$ cat src/rtl/cpu_pkg.sv
// cpu_pkg: shared pc_sel/fwd encodings and scoreboard entry type for pipe_ctrl (CPU_FWD_EN selects forwarding)
package cpu_pkg;
  localparam int SB_AW = 8;
  typedef enum logic [1:0] {
    PC_NPC = 2'd0,
    PC_BR  = 2'd1,
    PC_EXC = 2'd2,
    PC_EPC = 2'd3
  } pc_sel_e;
  typedef logic [2:0] fwd_t;
  localparam fwd_t FWD_RF = 3'd0;
  // wa is sized for the widest supported register file; narrower addresses are zero-extended
  typedef struct packed {
    logic             valid;
    logic [SB_AW-1:0] wa;
    logic             is_load;
  } sb_entry_t;
  function automatic fwd_t fwd_entry(input int k);
    return fwd_t'(k + 1);
  endfunction
endpackage

$ cat src/rtl/pipe_ctrl_if.sv
// pipe_ctrl_if: ID-stage decode inputs and hazard/PC control outputs of pipe_ctrl
interface pipe_ctrl_if #(parameter int REG_AW = 5);
  import cpu_pkg::*;
  logic [REG_AW-1:0] id_rs, id_rt, id_wa;
  logic              id_use_rs, id_use_rt, id_wen, id_is_load, id_is_md, id_reads_hilo, id_branch;
  logic              exc_req, eret;
  logic              stall, flush_if, flush_id, md_busy;
  pc_sel_e           pc_sel;
  fwd_t              fwd_a, fwd_b;
  modport master (
    output id_rs, id_rt, id_wa, id_use_rs, id_use_rt, id_wen, id_is_load, id_is_md,
           id_reads_hilo, id_branch, exc_req, eret,
    input  stall, flush_if, flush_id, md_busy, pc_sel, fwd_a, fwd_b
  );
  modport slave (
    input  id_rs, id_rt, id_wa, id_use_rs, id_use_rt, id_wen, id_is_load, id_is_md,
           id_reads_hilo, id_branch, exc_req, eret,
    output stall, flush_if, flush_id, md_busy, pc_sel, fwd_a, fwd_b
  );
endinterface

$ cat src/rtl/pipe_scoreboard.sv
// pipe_scoreboard: EXE..WB destination shift register with per-entry source match vectors
module pipe_scoreboard
  import cpu_pkg::*;
#(
  parameter int STAGES = 3,
  parameter int REG_AW = 5
) (
  input  logic              clk,
  input  logic              rst,
  input  logic              advance,
  input  sb_entry_t         id_entry,
  input  logic [REG_AW-1:0] rs,
  input  logic [REG_AW-1:0] rt,
  input  logic              use_rs,
  input  logic              use_rt,
  output logic [STAGES-1:0] match_a,
  output logic [STAGES-1:0] match_b,
  output logic              load_hit
);
  sb_entry_t [STAGES-1:0] sb;
  always_ff @(posedge clk)
    if (rst) sb <= '0;
    else sb <= {sb[STAGES-2:0], advance ? id_entry : sb_entry_t'('0)};
  genvar i;
  generate
    for (i = 0; i < STAGES; i++) begin : g_match
      assign match_a[i] = use_rs && rs != '0 && sb[i].valid && sb[i].wa == SB_AW'(rs);
      assign match_b[i] = use_rt && rt != '0 && sb[i].valid && sb[i].wa == SB_AW'(rt);
    end
  endgenerate
  assign load_hit = sb[0].is_load && (match_a[0] || match_b[0]);
endmodule

$ cat src/rtl/pipe_ctrl.sv
// pipe_ctrl: hazard, flush, PC-select and forwarding control for an in-order pipeline.
// CPU_FWD_EN defined enables operand forwarding; otherwise RAW hazards stall until WB.
module pipe_ctrl
  import cpu_pkg::*;
#(
  parameter int STAGES = 3,
  parameter int REG_AW = 5,
  parameter int MD_LAT = 4
) (
  input  logic        clk,
  input  logic        rst,
  pipe_ctrl_if.slave  bus
);
  localparam int CW = $clog2(MD_LAT + 1);
  localparam logic [CW-1:0] MD_INIT = CW'(MD_LAT - 1);
  localparam logic [STAGES-1:0] NOT_WB = {1'b0, {(STAGES-1){1'b1}}};
  logic [CW-1:0]     md_cnt;
  logic [STAGES-1:0] match_a, match_b;
  logic              load_hit, hazard, md_stall, advance;
  sb_entry_t         id_entry;
  assign id_entry = '{valid: bus.id_wen && bus.id_wa != '0, wa: SB_AW'(bus.id_wa), is_load: bus.id_is_load};
  assign advance = !bus.stall && !bus.flush_id;
  pipe_scoreboard #(.STAGES(STAGES), .REG_AW(REG_AW)) u_sb (
    .clk(clk),
    .rst(rst),
    .advance(advance),
    .id_entry(id_entry),
    .rs(bus.id_rs),
    .rt(bus.id_rt),
    .use_rs(bus.id_use_rs),
    .use_rt(bus.id_use_rt),
    .match_a(match_a),
    .match_b(match_b),
    .load_hit(load_hit)
  );
  // exceptions never touch the counter: a running mult/div keeps its occupancy
  always_ff @(posedge clk)
    if (rst) md_cnt <= '0;
    else if (advance && bus.id_is_md) md_cnt <= MD_INIT;
    else if (md_cnt != '0) md_cnt <= md_cnt - 1'b1;
  always_comb begin
`ifdef CPU_FWD_EN
    hazard = load_hit;
`else
    hazard = load_hit || |((match_a | match_b) & NOT_WB);
`endif
    md_stall = md_cnt != '0 && (bus.id_is_md || bus.id_reads_hilo);
    bus.md_busy = !rst && md_cnt != '0;
    bus.stall = 1'b0;
    bus.flush_if = 1'b0;
    bus.flush_id = 1'b0;
    bus.pc_sel = PC_NPC;
    if (!rst) begin
      if (bus.exc_req) begin
        bus.pc_sel = PC_EXC;
        bus.flush_if = 1'b1;
        bus.flush_id = 1'b1;
      end else if (bus.eret) begin
        bus.pc_sel = PC_EPC;
        bus.flush_if = 1'b1;
        bus.flush_id = 1'b1;
      end else if (hazard || md_stall) begin
        bus.stall = 1'b1;
        bus.flush_id = 1'b1;
      end else if (bus.id_branch) begin
        bus.pc_sel = PC_BR;
        bus.flush_if = 1'b1;
      end
    end
  end
  // scanning oldest to youngest lets the youngest match win
  always_comb begin
    bus.fwd_a = FWD_RF;
    bus.fwd_b = FWD_RF;
`ifdef CPU_FWD_EN
    for (int k = STAGES - 1; k >= 0; k--) begin
      if (!rst && match_a[k]) bus.fwd_a = fwd_entry(k);
      if (!rst && match_b[k]) bus.fwd_b = fwd_entry(k);
    end
`endif
  end
endmodule

$ cat src/flat_wrapper.sv
// flat-port wrapper written by rule: the top's interface ports become plain ports
module pipe_ctrl_flat import cpu_pkg::*;
#(
  parameter int STAGES = 3,
  parameter int REG_AW = 5,
  parameter int MD_LAT = 4
)
  (clk, rst, bus_id_rs, bus_id_rt, bus_id_wa, bus_id_use_rs, bus_id_use_rt, bus_id_wen, bus_id_is_load, bus_id_is_md, bus_id_reads_hilo, bus_id_branch, bus_exc_req, bus_eret, bus_stall, bus_flush_if, bus_flush_id, bus_md_busy, bus_pc_sel, bus_fwd_a, bus_fwd_b);
  pipe_ctrl_if #(.REG_AW(REG_AW)) bus_i ();
  input  logic clk;
  input  logic rst;
  input wire logic [$bits(bus_i.id_rs)-1:0] bus_id_rs;
  input wire logic [$bits(bus_i.id_rt)-1:0] bus_id_rt;
  input wire logic [$bits(bus_i.id_wa)-1:0] bus_id_wa;
  input wire logic [$bits(bus_i.id_use_rs)-1:0] bus_id_use_rs;
  input wire logic [$bits(bus_i.id_use_rt)-1:0] bus_id_use_rt;
  input wire logic [$bits(bus_i.id_wen)-1:0] bus_id_wen;
  input wire logic [$bits(bus_i.id_is_load)-1:0] bus_id_is_load;
  input wire logic [$bits(bus_i.id_is_md)-1:0] bus_id_is_md;
  input wire logic [$bits(bus_i.id_reads_hilo)-1:0] bus_id_reads_hilo;
  input wire logic [$bits(bus_i.id_branch)-1:0] bus_id_branch;
  input wire logic [$bits(bus_i.exc_req)-1:0] bus_exc_req;
  input wire logic [$bits(bus_i.eret)-1:0] bus_eret;
  output wire logic [$bits(bus_i.stall)-1:0] bus_stall;
  output wire logic [$bits(bus_i.flush_if)-1:0] bus_flush_if;
  output wire logic [$bits(bus_i.flush_id)-1:0] bus_flush_id;
  output wire logic [$bits(bus_i.md_busy)-1:0] bus_md_busy;
  output wire logic [$bits(bus_i.pc_sel)-1:0] bus_pc_sel;
  output wire logic [$bits(bus_i.fwd_a)-1:0] bus_fwd_a;
  output wire logic [$bits(bus_i.fwd_b)-1:0] bus_fwd_b;
  assign bus_i.id_rs = bus_id_rs;
  assign bus_i.id_rt = bus_id_rt;
  assign bus_i.id_wa = bus_id_wa;
  assign bus_i.id_use_rs = bus_id_use_rs;
  assign bus_i.id_use_rt = bus_id_use_rt;
  assign bus_i.id_wen = bus_id_wen;
  assign bus_i.id_is_load = bus_id_is_load;
  assign bus_i.id_is_md = bus_id_is_md;
  assign bus_i.id_reads_hilo = bus_id_reads_hilo;
  assign bus_i.id_branch = bus_id_branch;
  assign bus_i.exc_req = bus_exc_req;
  assign bus_i.eret = bus_eret;
  assign bus_stall = bus_i.stall;
  assign bus_flush_if = bus_i.flush_if;
  assign bus_flush_id = bus_i.flush_id;
  assign bus_md_busy = bus_i.md_busy;
  assign bus_pc_sel = bus_i.pc_sel;
  assign bus_fwd_a = bus_i.fwd_a;
  assign bus_fwd_b = bus_i.fwd_b;
  pipe_ctrl #(.STAGES(STAGES), .REG_AW(REG_AW), .MD_LAT(MD_LAT)) u_core (.clk(clk), .rst(rst), .bus(bus_i));
endmodule
$ cat config.mk
export PLATFORM = sky130hd
export DESIGN_NAME = pipe_ctrl_flat
export DESIGN_NICKNAME = d
export VERILOG_FILES = /design/src/rtl/cpu_pkg.sv /design/src/rtl/pipe_ctrl_if.sv /design/src/rtl/pipe_scoreboard.sv /design/src/rtl/pipe_ctrl.sv /design/src/flat_wrapper.sv
export SDC_FILE = /design/constraint.sdc
export NUM_CORES = 1
export LEC_CHECK = 0
export BUFFER_PORTS_ARGS = -buffer_cell sky130_fd_sc_hd__buf_2
export CORE_MARGIN = 2
export CORE_UTILIZATION = 50
export DETAILED_ROUTE_END_ITERATION = 8
export HOLD_SLACK_MARGIN = 0.15
export PLACE_DENSITY = 0.91
export SKIP_CTS_REPAIR_TIMING = 1
export SLEW_MARGIN = 20
export SYNTH_ARGS = -nofsm -noshare
export SYNTH_HDL_FRONTEND = slang
export SYNTH_SLANG_ARGS = --single-unit
$ cat constraint.sdc
create_clock -name clk -period 3.1 [get_ports clk]
set_input_delay 0.155 -clock clk [delete_from_list [all_inputs] [get_ports clk]]
set_output_delay 0.155 -clock clk [all_outputs]
set_load 0.005 [all_outputs]
==> summary.txt, run 1 <==
Outcome
  • Status: complete, no violations

Critical path
  • Worst-path fanout max: 5
  • Crit-path slowest cell: dfxtp_1
  • Buf+Inv Stages, Crit Path: 2
  • Critical path startpoint category: flip-flop
  • CP Cell Sequence: inv_1 > ha_1 > nor2b_1 > nor2_1 > a221oi_2 > a31o_1 > buf_2
  • Largest delay share family, worst path: compound AO/OA/AOI/OAI gates
  • CP peak stage delay: roughly 0.33 ns
  • Data arrival, critical path: ~1.9 ns
  • Worst EP required: 2.94 ns
  • CP Capture Type: primary output
  • Kind of critical path: flip-flop to primary output

Clock network
  • Num Clock Sinks: 15
  • CTS tree: done
  • Clk buf depth: 2
  • Clk Latency, worst-skew pair: 0.28 ns
  • Clock slew at reported path FFs: roughly 0.090 ns
  • H-tree lvl count: 1
  • Root Buffer: clkbuf_4
  • TritonCTS Buffers: 3

Die
  • Initial core utilization: 0.535
  • IO Pins: 38
  • Die span in y: 47.0 µm
  • FP Rows: 15
  • Die footprint: 2210 µm²
  • Chip Width: 47.0 µm
  • Core Footprint: 1730 µm²

Layout
  • Post-route cell area: 1160 µm²
  • Final #Nets: 177
  • Area growth syn-to-layout: 25.5%
  • Antenna cells: 0
  • Layout cells sized above 1: 0.264

Synth
  • Share of the synthesized area in the top cell type: 0.325
  • Most common cell in the synthesized netlist: xnor2_1
  • Ys flop type: dfxtp_1
  • Commonest cells in the netlist: xnor2_1, dfxtp_1, nor2_1, nand2_1, nor2b_1
  • Cell taking the most area after synthesis: dfxtp_1
  • Asr flop ratio synth: 0
  • Synthesis Warnings: 0
  • Synth Register Bits: 15
  • Largest cells by area after synthesis: dfxtp_1, xnor2_1, nor2b_1
  • Post-synth EDFFs: 0
  • Cell Area, Synth: 923 µm²
  • Synthesized instance count: around 110
  • Synth cell types: 28
  • Mapped Avg Cell Area: 8.32 µm²
  • Register area share after synthesis: 0.325

STA
  • Clk_skew: 0.00491 ns
  • Minimum clock period: 2.03 ns
  • RSZ-0062 raised after global routing: false
  • Final setup margin: 1.07 ns
  • Hold Violations, Final: 0
  • Setup violations, final: 0
  • Max-slew violations: 0
  • Final critical-path share of the clock period: 0.656
  • Final TNS setup: 0 ns
  • Max frequency: 492 MHz

Placed design
  • Final HPWL DP: 1620 µm
  • Setup WS pre-CTS: about 1.3 ns
  • Port buffer count: 30
  • Area after DPL: 1070 µm²
  • GP Congestion: between 0.7 and 0.8

Routing
  • Routed vias: ~900
  • Pre-Repair DR Iteration Count: 4
  • DRT iter0 DRCs: 19
  • DRC errors left: 0
  • WL final: between 1500 and 2000 µm
  • Antenna Nets Post-Route: 0
  • DR vias/cell: 5.08
  • WL/cell: 11.5 µm

Power
  • Pwr/cell area: between 400 and 500 nW/µm²
  • Worst VDD drop: 0.352 mV
  • Leak pwr: 0.471 nW

GRT
  • Initial antenna violation count: 0
  • Total congestion overflow: 0
  • GRT Total Usage: 0.203
  • Largest net degree at the start of global routing: 16
  • First-pass GRT wire length: 3100 µm
  • Vias in the first global route: 761

Run
  • Max cap viols: 0

Hold path
  • HP Class: primary input to flip-flop
## power breakdown
group,leakage (nW),internal [mW],total (mW),switching (mW)
Combinational,0.331,0.108,0.227,0.119
Sequential,0.122,0.217,0.235,0.0179
Clock,0.0177,0.0478,0.109,0.0609
Total,0.471,0.374,0.571,0.198
## through the flow
stage	power (mW)	util	cells	hold WS, ns
after CTS	0.569	0.636	167	0.0859
after global placement	0.448	0.620	163	0.385
final	0.571	0.671	173	0.215
after global routing	0.616	0.671	173	0.221
after detailed placement	0.460	0.620	163	0.390
after floorplan	0.403	-	116	0.269
## kinds of logic after synthesis
family                   after synthesis  share of synthesized area
XOR/XNOR                              21                      0.199
adder cells (fa/ha/maj)                2                     0.0271
flip-flops                            15                      0.325
buffers and inverters                 11                     0.0691
AND/OR/NAND/NOR                       45                      0.238
other                                  1                    0.00406
AO/OA/AOI/OAI                         16                      0.137
## routing by layer
metal  up-vias  GRT usage  part of all wire
met3         4     0.0346             0.044
met1       410      0.243              0.40
met4         0      0.111             0.021
li1        438          -                 -
met2        26      0.342              0.53
met5         -          0                 0
## final timing paths
| check | start | endpoint | slack, ns | cells after the start |
|---|---|---|---|---|
| worst max-delay path | u_core.md_cnt[0] | bus_flush_if | 1.07 | 7 |
| worst min-delay path | rst | u_core.u_sb.sb[19] | 0.21 | 2 |
| worst max register to register | u_core.u_sb.sb[5] | u_core.u_sb.sb[3] | 1.64 | 5 |
| worst min register to register | u_core.md_cnt[0] | u_core.md_cnt[0] | 0.45 | 1 |
## sequential cells by signal (all words and copies together), names as in the netlist
name	flops
u_core.u_sb.sb	12
u_core.md_cnt	3
## area by class of cell
| type | instances | area [µm²] |
|---|---|---|
| Timing Repair Buffer | 36 | 210 |
| Inverter | 3 | 11.3 |
| Fill cell | 139 | 568 |
| Clock buffer | 3 | 22.5 |
| Tap cell | 25 | 31.3 |
| Clock inverter | 1 | 5.00 |
| Multi-Input combinational cell | 90 | 578 |
| Sequential cell | 15 | 300 |
## layout by cell type, fill, tap and decap left out, drive strengths merged, types with 4 or more instances in the layout
master	count
nor2	13
dfxtp	15
conb	6
buf	30
nand4	4
nand2	11
xnor2	21
nor2b	8
dlygate4sd3	6
## worst reg2reg max path, delay by kind of cell, from the launching register on
family           cells  cell delay [ns]
AND/OR/NAND/NOR      2             0.16
XOR/XNOR             1             0.15
flip-flops           1             0.43
AO/OA/AOI/OAI        2             0.61
(Power assumes the default switching activity.)
==> inputs of run 2 (changes only) <==
--- a/config.mk
+++ b/config.mk
@@ -7,10 +7,10 @@
 export LEC_CHECK = 0
 export BUFFER_PORTS_ARGS = -buffer_cell sky130_fd_sc_hd__buf_2
 export CORE_MARGIN = 2
-export CORE_UTILIZATION = 50
+export CORE_UTILIZATION = 42
 export DETAILED_ROUTE_END_ITERATION = 8
 export HOLD_SLACK_MARGIN = 0.15
-export PLACE_DENSITY = 0.91
+export PLACE_DENSITY = 0.82
 export SKIP_CTS_REPAIR_TIMING = 1
 export SLEW_MARGIN = 20
 export SYNTH_ARGS = -nofsm -noshare
==> constraint.sdc (replaced) <==
create_clock -name clk -period 1.87 [get_ports clk]
set_input_delay 0.0935 -clock clk [delete_from_list [all_inputs] [get_ports clk]]
set_output_delay 0.0935 -clock clk [all_outputs]
set_load 0.005 [all_outputs]
==> summary.txt, run 2 (synthesis results as in run 1) <==
Outcome
  • Status: complete, no violations

Clock network
  • CTS tree: done
  • Clk Latency, worst-skew pair: 0.28 ns (about the same)
  • Clock slew at reported path FFs: 0.09 ns (about the same)
  • TritonCTS Buffers: 3 (unchanged)
  • Clk buf depth: 2 (unchanged)
  • Root Buffer: clkbuf_4
  • Num Clock Sinks: 15 (unchanged)
  • H-tree lvl count: 1 (unchanged)

Critical path
  • Worst R2R Setup Slack: 0.48 ns (-1.16 ns)
  • Critical path startpoint category: flip-flop
  • Data arrival, critical path: 1.71 ns (-0.17 ns)
  • CP Capture Type: primary output
  • Setup crit end: bus_pc_sel[0]
  • CP startpoint: u_core.u_sb.sb[1]
  • Kind of critical path: flip-flop to primary output
  • CP peak stage delay: 0.41 ns (+0.08 ns)
  • Crit-path slowest cell: dfxtp_1
  • RR Endpoint: u_core.u_sb.sb[9]
  • RR Startpoint: u_core.md_cnt[0]
  • Worst EP required: 1.78 ns (-1.16 ns)
  • Worst-path fanout max: 7 (+2)
  • CP Cell Sequence: xnor2_1 > nand4_1 > o22ai_2 > a22o_2 > o21ai_1 > buf_2
  • FF-to-FF path depth: 7 (+2)

Die
  • Chip Width: 50.9 µm (+8.3%)
  • Die footprint: 2590 µm² (+17%)
  • Die span in y: 50.9 µm (+8.3%)
  • FP Rows: 16 (+1)
  • IO Pins: 38 (unchanged)
  • Initial core utilization: 0.457 (-0.0781)
  • Core Footprint: 2020 µm² (+17%)

Routing
  • Antenna Nets Post-Route: 0 (unchanged)
  • Pre-Repair DR Iteration Count: 4 (unchanged)
  • DRT iter0 DRCs: 20 (+1)
  • DR vias/cell: 4.92 (-3.0%)
  • Routed vias: 866 (-1.4%)
  • WL/cell: 11.4 µm (-0.66%)
  • WL final: 2010 µm (+1.1%)
  • DRC errors left: 0 (unchanged)

Layout
  • Largest reg by FF count: u_core.u_sb.sb
  • Post-layout util: 0.585 (-0.0856)
  • Most frequent cells in the layout: buf_2, xnor2_1, dfxtp_1
  • Final #Nets: 178 (+0.56%)
  • Largest register FFs: 12 (unchanged)
  • Biggest regs: u_core.u_sb.sb: 12 flops, u_core.md_cnt: 3 flops
  • Antenna cells: 0 (unchanged)
  • Commonest non-fill, non-tap cell in the layout: buf_2
  • Layout cells sized above 1: 0.295 (+0.0318)
  • Area growth syn-to-layout: 28.2%

Power
  • Leak pwr: 0.477 nW (+1.4%)
  • Seq pwr share: 0.402 (-0.010)
  • Combinational Power Share: 0.417 (+0.019)
  • Switching pwr: 0.334 mW (+69%)
  • Clock power frac: 0.181 (-0.009)
  • Pwr/cell area: 827 nW/µm² (+68%)
  • Overall power: 0.979 mW (+71%)
  • Internal power: 0.646 mW (+73%)
  • Worst VDD drop: 0.469 mV (+33%)
  • Switching share of power: 0.341 (-0.00516)

Placed design
  • Setup WS pre-CTS: 0.174 ns (-1.11 ns)
  • Final HPWL DP: 1630 µm (+0.64%)
  • GP Congestion: 0.815 (+7.9%)
  • Port buffer count: 30 (unchanged)

STA
  • Setup violations, final: 0 (unchanged)
  • Clk_skew: 0.00325 ns (-0.00166 ns)
  • Hold Violations, Final: 0 (unchanged)
  • Final setup margin: 0.0715 ns (-0.995 ns)
  • Max frequency: 556 MHz
  • Final critical-path share of the clock period: 0.962
  • Minimum clock period: about 1.8 ns
  • Max-slew violations: 0 (unchanged)

GRT
  • GRT Total Usage: 0.152 (-0.0507)
  • Largest net degree at the start of global routing: 16 (unchanged)
  • Initial antenna violation count: 0 (unchanged)
  • First-pass GRT wire length: 2980 µm (-3.8%)
  • Total congestion overflow: 0 (unchanged)
  • Vias in the first global route: 756 (-0.66%)

Run
  • Max cap viols: 0 (unchanged)

Hold path
  • HP Class: primary input to flip-flop
  • Worst Hold Depth: 2 (unchanged)
## run 2: changes by cell type in the layout (fill, tap and decap cells not counted)
cell	previous run	this run
inv_1	3	2
buf_4	0	1
o22ai_2	1	3
nor2b_1	8	7
inv_2	0	1
nor2b_2	0	1
o22ai_1	2	0
## run 2: layout make-up
| type | instances | area, µm² |
|---|---|---|
| clock inverter | 1 | 5.00 |
| timing repair buffer | 37 | 218 |
| tap | 27 | 33.8 |
| clock buffer | 3 | 22.5 |
| sequential | 15 | 300 |
| fill | 186 | 838 |
| multi-input combinational | 90 | 593 |
| inverter | 3 | 11.3 |
## run 2: worst min path at each step
stage                       from                  to  slack (ns)
floorplan           bus_id_wa[0]   u_core.u_sb.sb[1]        0.21
global placement    bus_id_wa[2]   u_core.u_sb.sb[3]        0.33
CTS                 bus_id_wa[4]   u_core.u_sb.sb[5]        0.04
global route                 rst  u_core.u_sb.sb[12]        0.16
finish                       rst  u_core.u_sb.sb[12]        0.16
detailed placement  bus_id_wa[4]   u_core.u_sb.sb[5]        0.33
## run 2: stage by stage
stage | setup TNS, ns | instances | hold WS [ns] | area (µm²)
2_1_floorplan | 0 | 116 | 0.207 | 942
3_3_place_gp | 0 | 166 | 0.327 | 1080
3_5_place_dp | 0 | 166 | 0.333 | 1080
4_1_cts | 0 | 170 | 0.0353 | 1110
5_1_grt | -0.0320 | 176 | 0.158 | 1180
6_report | 0 | 176 | 0.158 | 1180
## run 2: power groups by stage
stage	Combinational, mW	Sequential, mW	Clock, mW
floorplan	0.277	0.391	0
global placement	0.377	0.396	0
detailed placement	0.391	0.397	0
CTS	0.393	0.390	0.181
global route	0.457	0.400	0.198
finish	0.409	0.393	0.177
## run 2: routing by layer
metal  global-route usage  vias to the layer above  share of wire
li1                     -                      439              -
met1                0.178                      391           0.44
met2                0.287                       34           0.51
met3               0.0117                        2          0.049
met4               0.0541                        0         0.0040
met5                    0                        -              0
## run 2: critical path: cells and delay by family, from the launching register on
kind	cells	cell delay, ns
xor+xnor	1	0.14
buf+inv	1	0.12
simple gates	1	0.13
compound gates	3	0.62
flops	1	0.41
